### src/rtl/dm_arbiter.sv
// dm_arbiter -- shares the single data-memory port between the CPU stage-3
// access and a debug/loader port, and provides a debug halt.
//
// Ports
//   clk, rst_n                         clock, async active-low reset
//   cpu_rd, cpu_wr, cpu_addr,
//   cpu_wdata                          CPU memory request
//   cpu_stall, cpu_rdata               CPU hold and read data
//   dbg_req, dbg_we, dbg_addr,
//   dbg_wdata, dbg_halt                debug request and halt level
//   dbg_gnt, dbg_rdata, halted         debug grant, read data, halt status
//   mem_we, mem_addr, mem_wdata,
//   mem_rdata                          data-memory port (combinational read)
//
// state | meaning
// ------+------------------------------------------------------------
// RUN   | CPU owns the port; a pending debug request ages in wait_cnt
// DBG   | one-cycle debug access; a CPU request in this cycle stalls
// HALT  | CPU frozen; debug requests are granted as they arrive
module dm_arbiter #(
   parameter int unsigned STARVE_LIMIT = 4
) (
   input  logic       clk,
   input  logic       rst_n,
   input  logic       cpu_rd,
   input  logic       cpu_wr,
   input  logic [7:0] cpu_addr,
   input  logic [7:0] cpu_wdata,
   output logic       cpu_stall,
   output logic [7:0] cpu_rdata,
   input  logic       dbg_req,
   input  logic       dbg_we,
   input  logic [7:0] dbg_addr,
   input  logic [7:0] dbg_wdata,
   input  logic       dbg_halt,
   output logic       dbg_gnt,
   output logic [7:0] dbg_rdata,
   output logic       halted,
   output logic       mem_we,
   output logic [7:0] mem_addr,
   output logic [7:0] mem_wdata,
   input  logic [7:0] mem_rdata
);

   typedef enum logic [1:0] {
      ST_RUN  = 2'd0,
      ST_DBG  = 2'd1,
      ST_HALT = 2'd2
   } state_t;

   localparam logic [2:0] LIMIT_M1 = 3'(STARVE_LIMIT - 1);

   state_t     state_q, state_d;
   logic [2:0] wait_cnt, wait_d;
   logic       cpu_busy;
   logic       we_c;

   assign cpu_busy = cpu_rd | cpu_wr;

   always_ff @(posedge clk or negedge rst_n) begin
      if (!rst_n) begin
         state_q  <= ST_RUN;
         wait_cnt <= 3'd0;
      end else begin
         state_q  <= state_d;
         wait_cnt <= wait_d;
      end
   end

   always_comb begin
      state_d   = state_q;
      cpu_stall = 1'b0;
      dbg_gnt   = 1'b0;
      halted    = 1'b0;
      we_c      = 1'b0;
      mem_addr  = cpu_addr;
      mem_wdata = cpu_wdata;
      case (state_q)
         ST_RUN: begin
            we_c = cpu_wr;
            if (dbg_halt)
               state_d = ST_HALT;
            else if (dbg_req && (!cpu_busy || wait_cnt >= LIMIT_M1))
               state_d = ST_DBG;
         end
         ST_DBG: begin
            we_c      = dbg_we;
            mem_addr  = dbg_addr;
            mem_wdata = dbg_wdata;
            dbg_gnt   = 1'b1;
            cpu_stall = cpu_busy;
            state_d   = dbg_halt ? ST_HALT : ST_RUN;
         end
         ST_HALT: begin
            halted    = 1'b1;
            cpu_stall = 1'b1;
            dbg_gnt   = dbg_req;
            we_c      = dbg_req & dbg_we;
            mem_addr  = dbg_addr;
            mem_wdata = dbg_wdata;
            if (!dbg_halt)
               state_d = ST_RUN;
         end
         default: state_d = ST_RUN;
      endcase
   end

   // Counter ages only while the CPU actually holds the port against a
   // pending request; a grant or a withdrawn request starts it over.
   always_comb begin
      wait_d = wait_cnt;
      if (!dbg_req || dbg_gnt)
         wait_d = 3'd0;
      else if (state_q == ST_RUN && cpu_busy && wait_cnt != 3'd7)
         wait_d = wait_cnt + 3'd1;
   end

   // Reset lands in RUN, where the strobe would follow cpu_wr; masking it
   // keeps the memory untouched for as long as rst_n is held low.
   assign mem_we    = we_c & rst_n;
   assign cpu_rdata = mem_rdata;
   assign dbg_rdata = mem_rdata;

endmodule

### config.mk
export PLATFORM = sky130hd
export DESIGN_NAME = dm_arbiter
export DESIGN_NICKNAME = d
export VERILOG_FILES = /design/src/rtl/dm_arbiter.sv
export SDC_FILE = /design/constraint.sdc
export NUM_CORES = 1
export LEC_CHECK = 0
export CORE_MARGIN = 2
export CORE_UTILIZATION = 30
export DETAILED_ROUTE_END_ITERATION = 6
export GPL_TIMING_DRIVEN = 0
export HOLD_SLACK_MARGIN = 0.1
export PLACE_DENSITY = 0.95
export SYNTH_ARGS = -nofsm -noshare
export SYNTH_HDL_FRONTEND = slang
export SYNTH_SLANG_ARGS = --single-unit
### constraint.sdc
create_clock -name clk -period 3.8 [get_ports clk]
set_clock_uncertainty 0.05 [all_clocks]
set_input_delay 0.76 -clock clk [delete_from_list [all_inputs] [get_ports clk]]
set_output_delay 0.76 -clock clk [all_outputs]
set_load 0.02 [all_outputs]
==> results by group <==
Status
  • Status: finished clean

Logic synthesis
  • Synth Net Count: 138
  • Yosys cell types: 23
  • Mean area per synthesized cell: 8.758 um^2
  • Sequential element share of the synthesized area: 17.01%
  • Flops & latches, synth: 5
  • Synthesized cell area: 735.7 um^2
  • YS warnings: 0
  • Mapped Cells: 84

Clock network
  • Post-CTS Setup Inserts: 0
  • Hold buffer count at cts: 0
  • Post-CTS resize count: 0
  • Deepest level of the CTS H-tree: 1
  • Num Clock Sinks: 5
  • Clock Path Buffers: 2
  • Num CTS Buffers: 3
  • Clock latency on the worst-skew pair: 0.24 ns
  • Clock-pin slew on the worst setup and hold paths: 0.04 ns
  • Clk root buf: clkbuf_4
  • CTS tree: built

Critical path
  • Setup crit end kind: output pin
  • Top fanout value on the critical path: 10
  • Reg-to-Reg End: wait_cnt[0]
  • Setup slack, reg-to-reg: 2.21 ns
  • CP Class: register to output pin
  • Depth of the most critical reg-to-reg path: 5
  • Critical R2R Launch: wait_cnt[0]
  • WP data arrival: 2.34 ns
  • Setup crit start kind: register
  • WP data required: 2.99 ns

Cells and area
  • Count of antenna diodes in the layout: 0
  • P&R area growth vs syn: 109.0%
  • Most frequent cells in the layout: clkdlybuf4s50_1, buf_4, mux2_2
  • # nets final: 217
  • Layout cells sized above 1: 24.69%
  • Register area: 125.1 um^2
  • Fin area: 1538 um^2
  • Filler instances: 158
  • Commonest non-fill, non-tap cell in the layout: clkdlybuf4s50_1
  • Non-Filler Instances: 190
  • Multi-input logic area: 459.2 um^2

Timing
  • FMAX: 0.3173 GHz
  • RSZ-0062 raised after global routing: false
  • Final setup viols: 0
  • Fin crit share: 82.93%
  • Aggregate negative setup slack: 0 ns
  • Pins over their slew limit: 0
  • Relative slew slack: 80.33%
  • Final Hold Fails: 0
  • Fin crit period: 3.151 ns
  • Worst setup margin: 0.6487 ns
  • Worst Max-Slew Pin Slew: 0.2940 ns

GRT
  • Antenna violations before repair: 0
  • First-pass GRT wire length: 3.939 mm
  • Total gr overflow: 0
  • Largest net degree at the start of global routing: 11
  • All-Layer GR Usage: 18.87%
  • Vias in the first global route: 958

Worst hold path
  • Worst hold path type: register to register
  • Hold Crit Start: wait_cnt[1]
  • WHS Path Cells: 2
  • Min-Delay Endpoint: wait_cnt[1]

Placement
  • Port Buffers: 74
  • Placed cells: 186
  • Detailed placement HPWL: 2.226 mm
  • Gp weighted congestion: 0.7956
  • Area after DPL: 1511 um^2
  • Pre-CTS setup slack: 0.6361 ns

Power
  • Power Density: 585.1 nW/um^2
  • Leak pwr: 0.6658 nW
  • Total power: 0.8997 mW
  • VDD IR max: 0.0005060 V

Die
  • Initial Util: 32.33%
  • Row cnt: 17
  • Core Footprint: 2276 um^2
  • Die area: 2864 um^2
  • # IOs: 83
  • Chip Width: 53.52 um
  • Chip height: 53.52 um

Detailed routing
  • Detail Route Antenna Nets: 0
  • 1st-iter DRT viols: 17
  • Routed wire length: 2.467 mm
  • Via density: 4.616
  • Pre-antenna DRT Iters: 4
  • Routed WL per cell: 12.98 um
  • Drc violations: 0
  • Vias: 877

Job
  • Max cap viols: 0
==> sequential cells by signal, indices dropped and copies added (netlist names) <==
name / cells
state_q: 2
wait_cnt: 3
==> routing by layer <==
layer / vias up / track usage (%) / routed length, um
li1: 435 / - / -
met4: 0 / 2.564 / 11
met2: 53 / 36.21 / 1412
met3: 2 / 6.215 / 205
met1: 387 / 20.17 / 838
met5: - / 0 / 0
==> power breakdown <==
part | internal (mW) | switching (mW) | total [mW]
sequential | 0.0742 | 0.0227 | 0.0968
combinational | 0.394 | 0.348 | 0.742
clock | 0.0397 | 0.0216 | 0.0613
==> cell type report <==
type | count | area share [%]
clock buffer | 4 | 1.709
sequential | 5 | 8.137
multi-input combinational | 56 | 29.86
buffer | 18 | 8.625
inverter | 5 | 1.221
timing repair buffer | 74 | 48.17
tap | 28 | 2.278
==> cells by family (layout without fill, tap and decap cells) <==
family,after synthesis,count (layout),synth area share (%)
adder cells (fa/ha/maj),7,7,11.90
buffers and inverters,23,101,20.58
AND/OR/NAND/NOR,19,19,14.29
AO/OA/AOI/OAI,14,14,11.74
flip-flops,5,5,17.01
multiplexers,16,16,24.49
==> critical path, stage by stage, from the launching register on <==
cell and delay [ns]:
dfrtp_1 0.41, inv_1 0.08, ha_1 0.27, buf_2 0.21, buf_4 0.21, mux2_2 0.36
clkdlybuf4s50_1 0.54
==> through the flow <==
stage	hold WS [ns]	utilization [%]
after CTS	0.5248	67.56
after global routing	0.5664	67.56
final	0.5237	67.56
after global placement	0.5154	66.41
after floorplan	0.4144	-
after detailed placement	0.5187	66.41
==> synthesized netlist by cell type, drive strengths merged <==
cell / number / area (um^2)
buf: 18 / 132.6
mux2: 16 / 180.2
ha: 7 / 87.58
a21oi: 6 / 30.03
dfrtp: 5 / 125.1
inv: 5 / 18.77
nand3: 4 / 20.02
o21ai: 4 / 20.02
nand2: 3 / 11.26
nor2: 3 / 11.26
nand2b: 2 / 15.02
nor2b: 2 / 12.51
a211o: 1 / 8.760
a311o: 1 / 10.01
a311oi: 1 / 8.760
and2b: 1 / 8.760
and3b: 1 / 8.760
nor3: 1 / 5.000
o2111ai: 1 / 8.760
or2: 1 / 6.260
or3: 1 / 6.260
==> how the worst max path moves through the flow <==
stage                              end  cells past startpoint        from
after CTS                 mem_wdata[5]                      6  state_q[0]
after floorplan            mem_addr[0]                      5  state_q[0]
after detailed placement        mem_we                      5     dbg_req
final                     mem_wdata[5]                      6  state_q[0]
after global placement          mem_we                      5     dbg_req
after global routing      mem_wdata[5]                      6  state_q[0]
Power figures use the tool's default switching activity.
